==> src/rtl/tone_gen.sv <==
// tone_gen: square-wave tone generator in the style of an SN76489 tone channel.
// The output alternates between a programmed magnitude and zero. Each level is
// held for PRESCALE*N clock cycles, where N = 0 stands for 2^CNT_W. Period and
// magnitude are double-buffered: a load only fills the shadow registers, and
// the shadow values take effect at the next level boundary or at channel start.
//
// Ports:
//   clk         system clock, rising edge
//   reset       synchronous, active-high reset
//   enable      1 = generate tone; 0 = output forced to 0, channel idle
//   load        one-cycle strobe capturing period_in/mag_in into the shadows
//   period_in   half-period N in ticks (0 means 2^CNT_W)
//   mag_in      magnitude of the high level
//   out_signal  magnitude during the high phase, 0 during the low phase
//   phase       current phase (1 = high)
//   phase_edge  one-cycle pulse on every phase change. This is the "edge"
//               output; edge is a reserved word, so the port cannot be named so.
//   pending     shadow values loaded but not yet applied
module tone_gen #(
  parameter int CNT_W    = 10,
  parameter int MAG_W    = 8,
  parameter int PRESCALE = 1
) (
  input  logic             clk,
  input  logic             reset,
  input  logic             enable,
  input  logic             load,
  input  logic [CNT_W-1:0] period_in,
  input  logic [MAG_W-1:0] mag_in,
  output logic [MAG_W-1:0] out_signal,
  output logic             phase,
  output logic             phase_edge,
  output logic             pending
);

  localparam int PS_W = (PRESCALE > 1) ? $clog2(PRESCALE) : 1;
  localparam logic [PS_W-1:0] PS_MAX = PS_W'(PRESCALE - 1);

  typedef enum logic {ST_IDLE, ST_RUN} state_t;

  state_t           state;
  logic [CNT_W-1:0] shadow_per;
  logic [CNT_W-1:0] act_per;
  logic [MAG_W-1:0] shadow_mag;
  logic [MAG_W-1:0] act_mag;
  logic [PS_W-1:0]  ps;
  logic [CNT_W-1:0] cnt;

  // Tick count reloads use N-1 in CNT_W bits. N = 0 wraps to 2^CNT_W-1,
  // which is exactly eff(0)-1, so no special case is needed.
  always_ff @(posedge clk) begin
    if (reset) begin
      state      <= ST_IDLE;
      out_signal <= '0;
      phase      <= 1'b0;
      phase_edge <= 1'b0;
      pending    <= 1'b0;
      ps         <= '0;
      cnt        <= '0;
      shadow_per <= CNT_W'(1);
      shadow_mag <= '0;
      act_per    <= CNT_W'(1);
      act_mag    <= '0;
    end else begin
      phase_edge <= 1'b0;

      if (load) begin
        shadow_per <= period_in;
        shadow_mag <= mag_in;
        pending    <= 1'b1;
      end

      case (state)
        ST_IDLE: begin
          if (enable) begin
            // A load in the start cycle is applied directly and is not
            // left pending.
            if (load) begin
              act_per    <= period_in;
              act_mag    <= mag_in;
              cnt        <= period_in - CNT_W'(1);
              out_signal <= mag_in;
            end else begin
              act_per    <= shadow_per;
              act_mag    <= shadow_mag;
              cnt        <= shadow_per - CNT_W'(1);
              out_signal <= shadow_mag;
            end
            pending    <= 1'b0;
            state      <= ST_RUN;
            phase      <= 1'b1;
            phase_edge <= 1'b1;
            ps         <= PS_MAX;
          end
        end

        ST_RUN: begin
          if (!enable) begin
            state      <= ST_IDLE;
            out_signal <= '0;
            phase      <= 1'b0;
            ps         <= '0;
            cnt        <= '0;
            phase_edge <= (out_signal != '0);
          end else if (ps != '0) begin
            ps <= ps - PS_W'(1);
          end else if (cnt != '0) begin
            cnt <= cnt - CNT_W'(1);
            ps  <= PS_MAX;
          end else begin
            phase      <= ~phase;
            phase_edge <= 1'b1;
            ps         <= PS_MAX;
            if (pending) begin
              act_per    <= shadow_per;
              act_mag    <= shadow_mag;
              cnt        <= shadow_per - CNT_W'(1);
              out_signal <= phase ? '0 : shadow_mag;
              // A load in this same cycle refills the shadows and must stay
              // pending for the following boundary.
              if (!load) pending <= 1'b0;
            end else begin
              cnt        <= act_per - CNT_W'(1);
              out_signal <= phase ? '0 : act_mag;
            end
          end
        end

        default: state <= ST_IDLE;
      endcase
    end
  end

endmodule

==> config.mk <==
export PLATFORM = sky130hd
export DESIGN_NAME = tone_gen
export DESIGN_NICKNAME = d
export VERILOG_FILES = /design/src/rtl/tone_gen.sv
export SDC_FILE = /design/constraint.sdc
export NUM_CORES = 1
export LEC_CHECK = 0
export ABC_CLOCK_PERIOD_IN_PS = 2550
export CAP_MARGIN = 0
export CORE_UTILIZATION = 55
export CTS_CLUSTER_DIAMETER = 50
export DETAILED_ROUTE_END_ITERATION = 8
export HOLD_SLACK_MARGIN = 0.02
export PLACE_DENSITY = 0.77
export SYNTH_ARGS = -nofsm -noshare
export SYNTH_HDL_FRONTEND = slang
export SYNTH_SLANG_ARGS = --single-unit
==> constraint.sdc <==
create_clock -name clk -period 2.55 [get_ports clk]
set_input_delay 0.51 -clock clk [delete_from_list [all_inputs] [get_ports clk]]
set_output_delay 0.51 -clock clk [all_outputs]
set_load 0.01 [all_outputs]
==> flow_summary.json <==
{
  "intPower_mw": 1.76,
  "reg2reg_depth": 7,
  "place_ws_ns": 0.0483,
  "end_kind": "flip-flop",
  "regArea_um2": 1160,
  "max_slew_margin_pct": 67.7,
  "dpl_cell_area_um2": 3930,
  "antenna_cells": 0,
  "switching_share_pct": 30.6,
  "ys.flop_type": "dfxtp_1",
  "cts_tree": "yes",
  "cellLeakagePower_nw": 1.62,
  "status": "finished clean",
  "initial_core_util_pct": 57.8,
  "synth-seq-area-share_pct": 33.5,
  "wirelength_um": 8940,
  "synth_area_leaders": "dfxtp_1 (34%), mux2i_1 (10%), nor2_1 (6.8%)",
  "fp.dieH_um": 81.4,
  "fin_tns_setup_ns": 0,
  "avgSynthCellArea_um2": 8.23,
  "cap_violations": 0,
  "p_sw_uw": 778,
  "via_per_inst": 6.03,
  "cts_buffer_depth": 2,
  "hold_violations": 0,
  "seqPwrFrac_pct": 41.3,
  "finalCritPeriodShare_pct": 94.2,
  "crit_type": "reg -> reg",
  "worst-path-buf-inv": 1,
  "dp_hpwl_um": 6440,
  "area_growth_pct": 19.5,
  "cp.arrival_ns": 2.69,
  "synth_seq_cells": 58,
  "synth_nets": 447,
  "power_mw": 2.54,
  "path_clk_slew_ns": 0.07,
  "hp-class": "reg -> reg",
  "io_pins": 33,
  "finalInstanceArea_um2": 4140,
  "yosysMostFrequentCell": "nor2_1",
  "drive_above_1_share_pct": 13.1,
  "max_freq_mhz": 416,
  "r2r_slack_ns": 0.15,
  "timing.critical_path.from": "cnt[1]$_SDFFE_PP0P_",
  "grt_overflow": 0,
  "gp_congestion": 0.974,
  "final_cells": 541,
  "mappedNetlistArea_um2": 3460,
  "multi_input_area_um2": 2130,
  "coreArea_um2": 5990,
  "synth_commonest_cells": "nor2_1 (63), dfxtp_1 (58), mux2i_1 (35)",
  "cts_setup_buffers": 0,
  "drt-pass1-iter-count": 5,
  "fin_ws_ns": 0.148,
  "grt_max_degree": 27,
  "worst_pin_slew_ns": 0.477,
  "dp_cells": 525,
  "vias": 3260,
  "clkSinkCount": 58,
  "finalWorstPathRequiredPeriod_ns": 2.40,
  "port_buffers": 32,
  "pwr_density_cell_nw_per_um2": 614,
  "die_area_um2": 6620,
  "fill_cells": 494,
  "placementRows": 28,
  "track_usage_pct": 30.0,
  "wl_per_cell_um": 16.5,
  "grt_pass1_wl_um": 15000,
  "cp_top_family": "compound AO/OA/AOI/OAI gates",
  "reg2reg_from": "cnt[1]$_SDFFE_PP0P_",
  "post_cts_resized": 0,
  "cts_buffers": 9,
  "antenna_found_initial": 0,
  "cp_slowest_cell": "or4b_4",
  "synth_top_area_share_pct": 33.5,
  "cts_hold_buf": 0,
  "crit_path_end": "act_per[0]$_SDFFE_PP1P_",
  "cp.required_ns": 2.83,
  "path_cells": "inv_1 > ha_1 > or4b_4 > o41ai_1 > nand2_1 > a211oi_1 > a211o_1",
  "grt_pass1_vias": 3054,
  "cp-start-kind": "flip-flop",
  "cp_max_fo": 9,
  "finClkSkew_ns": 0.00963,
  "slowest_delay_ns": 0.51,
  "drc": 0,
  "synth_largest_area_cell": "dfxtp_1",
  "path_depth": 7,
  "yosysWarnings": 0,
  "clock_latency_ns": 0.34,
  "rsz0062_at_grt": "false",
  "ant_nets": 0,
  "die_x_um": 81.4,
  "cts-root-buf": "clkbuf_8",
  "finalSetupViolations": 0,
  "htreeDepth": 3,
  "drv_slew": 0,
  "ys_types": 57,
  "synth-edff-count": 0,
  "p_clk_share_pct": 34.9,
  "async_flop_share_pct": 0,
  "drt_iter0_markers": 308,
  "nets": 487,
  "syn_inst": 421,
  "ir_worst_vdd_uv": 510,
  "power_frac_comb_pct": 23.8,
  "timing.rr.end": "act_per[0]$_SDFFE_PP1P_"
}
==> sequential cells by signal, indices dropped and copies added (netlist names) <==
name	count
phase_edge	1
pending	1
act_per	10
state	1
shadow_mag	8
phase	1
out_signal	8
act_mag	8
shadow_per	10
cnt	10
==> power groups by stage <==
stage / clock network, mW / logic [mW] / registers (mW)
after floorplan: 0 / 0.404 / 1.05
after global placement: 0 / 0.585 / 1.06
after detailed placement: 0 / 0.593 / 1.07
after CTS: 0.888 / 0.598 / 1.05
after global routing: 0.925 / 0.670 / 1.06
final: 0.886 / 0.604 / 1.05
==> cells by family after synthesis <==
group | synth area share (%)
AOI/OAI and AO/OA | 18.4
adders and majority gates | 1.45
xor gates and xnor gates | 4.55
muxes | 13.4
DFF | 33.5
and+or+nand+nor | 23.6
buffers and inverters | 5.09
==> metal layers <==
metal | vias up | routed length [µm] | track usage [%]
li1 | 1605 | - | -
met1 | 1494 | 4200 | 43.3
met2 | 144 | 3910 | 45.0
met3 | 17 | 684 | 4.72
met4 | 0 | 151 | 9.64
met5 | - | 0 | 0
==> tightest hold or removal path, stage by stage (launching register included) <==
cell	delay [ns]
dfxtp_1	0.31
nand2_1	0.05
a21oi_1	0.05
==> cell type report <==
cell class | instances | area share [%]
multi-input cells | 323 | 51.4
inverters | 14 | 1.27
clock inverters | 4 | 1.21
clock buffers | 12 | 3.75
well taps | 75 | 2.27
flip-flops and latches | 58 | 28.1
repair buffers | 55 | 12.1
==> per-stage QoR <==
step	hold WS [ns]	utilization, %
after floorplan	0.429	-
after global placement	0.435	65.7
after detailed placement	0.448	65.7
after CTS	0.460	69.1
after global routing	0.497	69.1
final	0.461	69.1
==> cells in the final DEF (no fill, tap or decap), drive strengths merged, types with 3 or more instances in the layout <==
cell and n:
a211oi 22, a21oi 33, a22oi 3, a31oi 7
buf 24, clkbuf 12, clkdlybuf4s50 31, dfxtp 58
ha 4, inv 13, mux2 10, mux2i 35
nand2 23, nand2b 15, nand3 9, nor2 63
nor2b 6, nor3 9, nor3b 3, nor4 5
o21ai 11, or3 7, or4 8, xnor2 12
xor2 6
==> worst min path at each step <==
stage                                       start                       to  slack [ns]  depth (start not counted)
after floorplan           act_mag[0]$_SDFFE_PP0P_  act_mag[0]$_SDFFE_PP0P_        0.43                          2
after global placement    act_mag[0]$_SDFFE_PP0P_  act_mag[0]$_SDFFE_PP0P_        0.44                          2
final                     act_mag[5]$_SDFFE_PP0P_  act_mag[5]$_SDFFE_PP0P_        0.46                          2
after detailed placement  act_mag[7]$_SDFFE_PP0P_  act_mag[7]$_SDFFE_PP0P_        0.45                          2
after CTS                 act_mag[5]$_SDFFE_PP0P_  act_mag[5]$_SDFFE_PP0P_        0.46                          2
after global routing      act_mag[1]$_SDFFE_PP0P_  act_mag[1]$_SDFFE_PP0P_        0.50                          2
(Power assumes the default switching activity.)
